==> src/rtl/load_store_unit_pkg.sv <==
// Shared definitions for the load/store unit: RV32 width codes, FSM states
// and the request legality check.
package load_store_unit_pkg;

   localparam logic [2:0] F3_B  = 3'b000;
   localparam logic [2:0] F3_H  = 3'b001;
   localparam logic [2:0] F3_W  = 3'b010;
   localparam logic [2:0] F3_BU = 3'b100;
   localparam logic [2:0] F3_HU = 3'b101;

   typedef enum logic [2:0] {
      IDLE,
      LOAD,
      RMW_READ,
      WRITE,
      RESP
   } state_t;

   // Width/alignment fault only; the address range check needs SIZE and lives in the top.
   function automatic logic access_fault(input logic we, input logic [2:0] f3,
                                         input logic [1:0] lo);
      case (f3)
         F3_B:    return 1'b0;
         F3_H:    return lo[0];
         F3_W:    return lo != 2'b00;
         F3_BU:   return we;
         F3_HU:   return we | lo[0];
         default: return 1'b1;
      endcase
   endfunction

endpackage

==> src/rtl/load_store_unit_lane.sv <==
// Byte/halfword lane logic: extends a loaded sub-word and merges store data
// into a read-back word. Purely combinational.
module load_store_unit_lane
   import load_store_unit_pkg::*;
(
   input  logic [31:0] word,
   input  logic [1:0]  addr_lo,
   input  logic [2:0]  funct3,
   input  logic [31:0] store_data,
   output logic [31:0] load_value,
   output logic [31:0] store_word
);

   logic [7:0]  lanes [4];
   logic [7:0]  byte_sel;
   logic [15:0] half_sel;

   for (genvar gi = 0; gi < 4; gi++) begin : g_lane
      assign lanes[gi] = word[8*gi +: 8];
   end

   assign byte_sel = lanes[addr_lo];
   assign half_sel = addr_lo[1] ? word[31:16] : word[15:0];

   always_comb begin
      load_value = '0;
      case (funct3)
         F3_B:    load_value = {{24{byte_sel[7]}}, byte_sel};
         F3_BU:   load_value = {24'h0, byte_sel};
         F3_H:    load_value = {{16{half_sel[15]}}, half_sel};
         F3_HU:   load_value = {16'h0, half_sel};
         F3_W:    load_value = word;
         default: load_value = '0;
      endcase
   end

   always_comb begin
      store_word = word;
      case (funct3)
         F3_B:    store_word[{addr_lo, 3'b000} +: 8] = store_data[7:0];
         F3_H: begin
            if (addr_lo[1]) store_word[31:16] = store_data[15:0];
            else            store_word[15:0]  = store_data[15:0];
         end
         F3_W:    store_word = store_data;
         default: store_word = word;
      endcase
   end

endmodule

==> src/rtl/load_store_unit.sv <==
// Load/store unit: accepts one request at a time, issues word-aligned RAM
// accesses (read-modify-write for SB/SH) and returns one response.
module load_store_unit
   import load_store_unit_pkg::*;
#(
   parameter  int N      = 32,
   parameter  int SIZE   = 1024,
   localparam int ADDR_W = $clog2(SIZE)
) (
   input  logic              clk,
   input  logic              rst,
   input  logic              req_valid,
   output logic              req_ready,
   input  logic              req_we,
   input  logic [2:0]        req_funct3,
   input  logic [31:0]       req_addr,
   input  logic [N-1:0]      req_wdata,
   output logic              resp_valid,
   input  logic              resp_ready,
   output logic [N-1:0]      resp_rdata,
   output logic              resp_err,
   output logic              ram_we,
   output logic [ADDR_W-1:0] ram_addr,
   output logic [N-1:0]      ram_wdata,
   input  logic [N-1:0]      ram_rdata
);

   state_t      state_reg;
   logic [2:0]  funct3_reg;
   logic [1:0]  addr_lo_reg;
   logic [N-1:0] wdata_reg;
   logic        req_err;
   logic [N-1:0] load_value;
   logic [N-1:0] store_word;

   assign req_err = access_fault(req_we, req_funct3, req_addr[1:0])
                  | (req_addr >= 32'(SIZE));

   load_store_unit_lane u_lane (
      .word       (ram_rdata),
      .addr_lo    (addr_lo_reg),
      .funct3     (funct3_reg),
      .store_data (wdata_reg),
      .load_value (load_value),
      .store_word (store_word)
   );

   always_ff @(posedge clk or negedge rst) begin
      if (!rst) begin
         state_reg   <= IDLE;
         funct3_reg  <= '0;
         addr_lo_reg <= '0;
         wdata_reg   <= '0;
         req_ready   <= 1'b1;
         resp_valid  <= 1'b0;
         resp_rdata  <= '0;
         resp_err    <= 1'b0;
         ram_we      <= 1'b0;
         ram_addr    <= '0;
         ram_wdata   <= '0;
      end else begin
         case (state_reg)
            IDLE: begin
               if (req_valid) begin
                  funct3_reg  <= req_funct3;
                  addr_lo_reg <= req_addr[1:0];
                  wdata_reg   <= req_wdata;
                  req_ready   <= 1'b0;
                  resp_rdata  <= '0;
                  resp_err    <= 1'b0;
                  if (req_err) begin
                     resp_err   <= 1'b1;
                     resp_valid <= 1'b1;
                     state_reg  <= RESP;
                  end else begin
                     // ram_addr must be stable before LOAD/RMW_READ since ram_rdata follows it combinationally
                     ram_addr <= {req_addr[ADDR_W-1:2], 2'b00};
                     if (!req_we) begin
                        state_reg <= LOAD;
                     end else if (req_funct3 == F3_W) begin
                        ram_we    <= 1'b1;
                        ram_wdata <= req_wdata;
                        state_reg <= WRITE;
                     end else begin
                        state_reg <= RMW_READ;
                     end
                  end
               end
            end
            LOAD: begin
               resp_rdata <= load_value;
               resp_valid <= 1'b1;
               state_reg  <= RESP;
            end
            RMW_READ: begin
               ram_wdata <= store_word;
               ram_we    <= 1'b1;
               state_reg <= WRITE;
            end
            WRITE: begin
               ram_we     <= 1'b0;
               resp_valid <= 1'b1;
               state_reg  <= RESP;
            end
            RESP: begin
               if (resp_ready) begin
                  resp_valid <= 1'b0;
                  req_ready  <= 1'b1;
                  state_reg  <= IDLE;
               end
            end
            default: state_reg <= IDLE;
         endcase
      end
   end

endmodule

==> config.mk <==
export PLATFORM = sky130hd
export DESIGN_NAME = load_store_unit
export DESIGN_NICKNAME = d
export VERILOG_FILES = /design/src/rtl/load_store_unit_pkg.sv /design/src/rtl/load_store_unit_lane.sv /design/src/rtl/load_store_unit.sv
export SDC_FILE = /design/constraint.sdc
export NUM_CORES = 1
export LEC_CHECK = 0
export CORE_UTILIZATION = 52
export CTS_CLUSTER_SIZE = 40
export DETAILED_ROUTE_END_ITERATION = 8
export GPL_ROUTABILITY_DRIVEN = 0
export PLACE_DENSITY = 0.86
export RECOVER_POWER = 50
export SYNTH_ARGS = -nofsm -noshare
export SYNTH_HDL_FRONTEND = slang
export SYNTH_SLANG_ARGS = --single-unit
==> constraint.sdc <==
create_clock -name clk -period 3.3 [get_ports clk]
set_clock_uncertainty 0.05 [all_clocks]
set_input_delay 0.33 -clock clk [delete_from_list [all_inputs] [get_ports clk]]
set_output_delay 0.33 -clock clk [all_outputs]
set_load 0.02 [all_outputs]
* Yosys cells after proc, flatten, opt, wreduce, memory -nomap -nowiden *
Cells that the tools add are included.
W data, S select, Z words.

storage, ports and cells
  bits in registers = 116
  bits of input ports = 104
  output and inout bits = 78
  word-level logic and storage cells = 92

operators by class
  $add $sub $neg = 1
  order comparisons = 2
  eq/ne operators = 18
  shift-type cells = 2
  muxes and demuxes = 36
  bitwise logic cells = 4
  reductions and logical operators = 18

operators with widths
  cell                      count
  $mux W32                  5
  $pmux W32 S5              1
  $pmux W32 S2              2
  $pmux W32 S3              1
  $mux W16                  3
  $bwmux W32                1
  $ge A32 B11 Y1 const B    1
  $shift A8 B7 Y32 const A  1
  $shiftx A8 B7 Y32         1
  $bmux W8 S2               1
  $mux W8                   2
  $eq A3 B3 Y1 const B      5
  $eq A3 B2 Y1 const B      4
  $ne A2 B2 Y1 const B      6
  $pmux W3 S4               1
  $mux W1                   11
  $reduce_and A5 Y1         2
  $eq A3 B1 Y1 const B      3
  $logic_not A3 Y1          3
  $mux W3                   3
  $reduce_bool A2 Y1        4
  $neg A5 Y7                1
  $pmux W1 S3               2
  $reduce_and A2 Y1         3
  11 further kinds          14

* Depth between registers and ports, before layout *
  word-level depth = 6
  gate-level depth with buffers = 9
  mapped depth without buffers = 7

* By module *
From an unflattened synthesis, not the netlist that was laid out.

second synthesis, totals
  cell total of the unflattened synthesis = 603
  area, all modules = 6894.1 µm²

by module, submodules not included
  module                instances  cells an instance  area an instance (µm²)  seq. area each (µm²)
  load_store_unit       1          325                4966.0                  2904.0
  load_store_unit_lane  1          278                1928.1                  0.0

* Least setup slack after synthesis *
OpenSTA, ideal clock, no wires.

  path kind = input -> register
  start = input req_funct3[2]
  end = register ram_wdata[26]
  library setup time = 79 ps
  data arrival time = 2194 ps
  required time = 3171 ps
  setup slack = 976 ps
  stages = 8
  path buffers = 3
  cells stage by stage = or3b_1 or4_1 nor4_2 buf_6 or2_1 buf_6 buf_12 mux2i_1

between the ends
  word-level cells in the longest chain between the ends = 5
  elaborated cells on any way between the ends = 10
  classes of those cells = 6 x eq/ne; 1 x mux; 1 x bitwise; 2 x reduce/logical

RTL lines
  item                                    RTL line                   RTL
  start, declared                         load_store_unit.sv:15      input logic [2:0] req_funct3,
  $eq A3 B3 Y1 (tied with other cells)    load_store_unit_pkg.sv:22  case (f3)
  $pmux W1 S5                             load_store_unit_pkg.sv:22
  $or A1 B1 Y1                            load_store_unit.sv:37      | (req_addr >= 32'(SIZE));
  $ne A2 B2 Y1 (no source line)           n/a
  $reduce_and A5 Y1 (no source line) (*)  n/a
  end signal, assigned                    load_store_unit.sv:82      ram_wdata <= req_wdata;
  end signal, assigned                    load_store_unit.sv:96      ram_wdata <= store_word;
  end, declared                           load_store_unit.sv:24      output logic [N-1:0] ram_wdata,

Mark *: on every way between the ends. The rest lies on a longest branch, timed or not.
A chain may end at the register's enable or synchronous reset.

* Final worst setup path *
  start = register funct3_reg[2]
  end = register resp_rdata[25]

between the ends
  word-level cells in the longest chain between the ends = 3
  elaborated cells on any way between the ends = 7
  classes of those cells = 4 x eq/ne; 2 x mux; 1 x reduce/logical

RTL lines
  item                                  RTL line                    RTL
  start, declared                       load_store_unit.sv:29       logic [2:0] funct3_reg;
  start signal, assigned                load_store_unit.sv:65       funct3_reg <= req_funct3;
  $eq A3 B2 Y1 (tied with other cells)  load_store_unit_lane.sv:27  case (funct3)
  $pmux W32 S5 (*)                      load_store_unit_lane.sv:27
  $pmux W32 S2 (*)                      load_store_unit.sv:62       case (state_reg)
  end signal, assigned                  load_store_unit.sv:91       resp_rdata <= load_value;
  end, declared                         load_store_unit.sv:20       output logic [N-1:0] resp_rdata,

Marked as above.

==> metrics.csv <==
metric,value,unit
outcome,finished with violations,
failing checks,DRC,
Area growth syn-to-layout,40.17,%
"EDFF count, synth",0,
Most used DFF post-synth,dfrtp_1,
P per Cell Area,555.9,nW/um2
die height,112.2,um
Final Non-Filler Cells,933,
crit share post-route,83.46,%
global-route wire length before repair,34020,um
CTS Hold Bufs,1,
Synth Area per Inst,10.38,um2
DR iter-0 viols,857,
Max clock buf depth,2,
mean number of vias per cell,6.826,
Slew @ Worst Pin,1.237,ns
CP required,3.59,ns
Cell Rows,39,
Setup crit end kind,register,
IO Port Bufs,179,
max-slew violations,0,
Initial Utilization,54.34,%
Clock Sinks,116,
# fillers,775,
1st-pass router iterations,9,
Hold Path Class,reg -> reg,
Worst Path Arrival,3.05,ns
Critical Path Start Type,register,
CP Capture Point,resp_rdata[25]$_DFFE_PN0P_,
Final Hold Viols,0,
Cell Count Post-Placement,901,
ant diodes,0,
via count,6369,
Die W,112.2,um
reg2reg path depth,5,
CTS tree,done,
worst skew pair latency,0.41,ns
Mapped Cells,608,
vias in the first global route,6506,
setup TNS,0,ns
core area,11610,um2
CTS root buf,clkbuf_16,
DP Wirelength,15080,um
Post-synth ARST share,100.0,%
RR Startpoint,funct3_reg[2]$_DFFE_PN0P_,
final net count,887,
total CTS buffers,17,
post-synth cell types,60,
max_slew headroom,17.55,%
CTS-repair resized insts,0,
post-CTS setup repair buffer count,0,
fmax,363.1,MHz
share of cells above drive strength 1,13.29,%
Netlist Area Pre-Place,6311,um2
Lkg Pwr,3.795,nW
htree depth,4,
total congestion overflow,0,
flop2flop setup slack,0.55,ns
Total GRT Usage,35.11,%
pin count of the biggest net entering global routing,67,
"flops & latches, synth",116,
worst vdd ir,297.5,uV
Power Total,4.917,mW
max-cap violations,0,
drt wl/cell,23.13,um
Max Fanout on Critical Path,16,
final setup violating endpoints,0,
DRC,12,
post-synthesis sequential area ratio,46.02,%
crit path from,funct3_reg[2]$_DFFE_PN0P_,
YS warnings,0,
worst setup path class,reg -> reg,
Final Core Density,76.17,%
initial antenna violation count,0,
Final ANT Viol Nets,0,
Tmin final,2.754,ns
WHS,0.4267,ns
Worst-path clk slew,0.05,ns
RSZ-0062 raised after global routing,false,
I/O Pins,182,
r2r endpoint,resp_rdata[25]$_DFFE_PN0P_,
area of the die,12580,um2
WL final,21580,um
-- worst min-delay path by stage --
stage / start / end / slack, ns / cells past startpoint
floorplan: rst / addr_lo_reg[0]$_DFFE_PN0P_ / -0.02 / 0
detailed placement: rst / resp_rdata[25]$_DFFE_PN0P_ / 0.35 / 1
global placement: rst / resp_rdata[24]$_DFFE_PN0P_ / 0.34 / 1
finish: resp_rdata[10]$_DFFE_PN0P_ / resp_rdata[10]$_DFFE_PN0P_ / 0.43 / 2
global route: resp_rdata[12]$_DFFE_PN0P_ / resp_rdata[12]$_DFFE_PN0P_ / 0.46 / 2
CTS: resp_rdata[10]$_DFFE_PN0P_ / resp_rdata[10]$_DFFE_PN0P_ / 0.43 / 2
-- cells in the final DEF, fill, tap and decap left out, types with 3 or more instances in the layout --
master / n
nor3_1: 12
o32ai_1: 3
nand2b_1: 11
a221oi_1: 18
a22oi_1: 13
nor2b_1: 8
bufinv_16: 5
a31oi_1: 11
dfrtp_1: 115
clkbuf_1: 3
o2111ai_1: 5
nor4bb_1: 3
mux2i_1: 42
nand3_1: 7
nor2_1: 29
a221o_1: 23
and2_1: 3
o21ai_0: 43
mux2_2: 49
clkbuf_16: 17
inv_1: 16
nor4_1: 6
a22o_1: 3
nand2_1: 59
o221ai_1: 5
buf_4: 15
a21oi_1: 20
clkdlybuf4s50_1: 141
ha_1: 5
o22ai_1: 3
o211ai_1: 7
a211oi_1: 3
clkinv_2: 3
dlygate4sd3_1: 38
a222oi_1: 9
-- routing by layer --
metal / vias to the layer above / track usage [%] / wire length, um
met1: 3061 / 42.69 / 7812
met5: - / 0 / 0
li1: 2659 / - / -
met2: 497 / 56.48 / 10120
met4: 0 / 20.27 / 1257
met3: 152 / 9.611 / 2390
-- Yosys cell counts (6+ instances only) --
library cell | n | share of area, %
a221oi_1 | 18 | 2.5
nand2_1 | 59 | 3.5
o21ai_0 | 43 | 3.4
inv_1 | 16 | 0.95
nand2b_1 | 11 | 1.1
a21oi_1 | 20 | 1.6
a221o_1 | 23 | 3.6
clkbuf_1 | 37 | 2.2
a22oi_1 | 13 | 1.5
a222oi_1 | 9 | 1.4
nor4_1 | 6 | 0.59
nand3_1 | 7 | 0.56
nor3_1 | 13 | 1.0
mux2_2 | 49 | 8.7
nor2b_1 | 8 | 0.79
mux2i_1 | 42 | 6.7
nor2_1 | 29 | 1.7
o211ai_1 | 7 | 0.83
dfrtp_1 | 115 | 46
a31oi_1 | 11 | 1.1
-- cell families after synthesis --
logic type,share of synthesized area [%]
compound gates,20.48
simple gates,11.96
flops,46.02
mux,15.76
buf+inv,4.738
fa+ha+maj,0.9913
other cells,0.05942
-- per-stage QoR --
stage	setup slack, ns	cell area, um2
after floorplan	0.9762	6315
after global routing	0.3784	8846
final	0.5457	8846
after detailed placement	0.3494	8220
after CTS	0.6540	8861
after global placement	0.4336	8220
-- cell type report --
class | count | area, um2 | area share, %
multi-input combinational | 430 | 3136 | 35.45
clock inverter | 10 | 180.2 | 2.037
clock buffer | 21 | 450.4 | 5.092
sequential | 116 | 2904 | 32.83
inverter | 16 | 60.06 | 0.6789
tap | 143 | 178.9 | 2.023
timing repair buffer | 197 | 1937 | 21.90
-- worst max-delay path: stages (launching register included) --
cell and delay, ns:
dfrtp_1 0.38, buf_4 0.20, nor2_1 0.64, nand2_1 0.26, nor2_1 0.84, a221o_1 0.29
-- where the power goes --
group          internal, mW  total [mW]  leakage, nW  switching (mW)
combinational         0.527        1.21         2.00           0.684
sequential             1.55        1.72         1.49           0.173
clock                  1.35        1.98        0.303           0.634
Note: power is estimated with default switching activity, not from simulation.
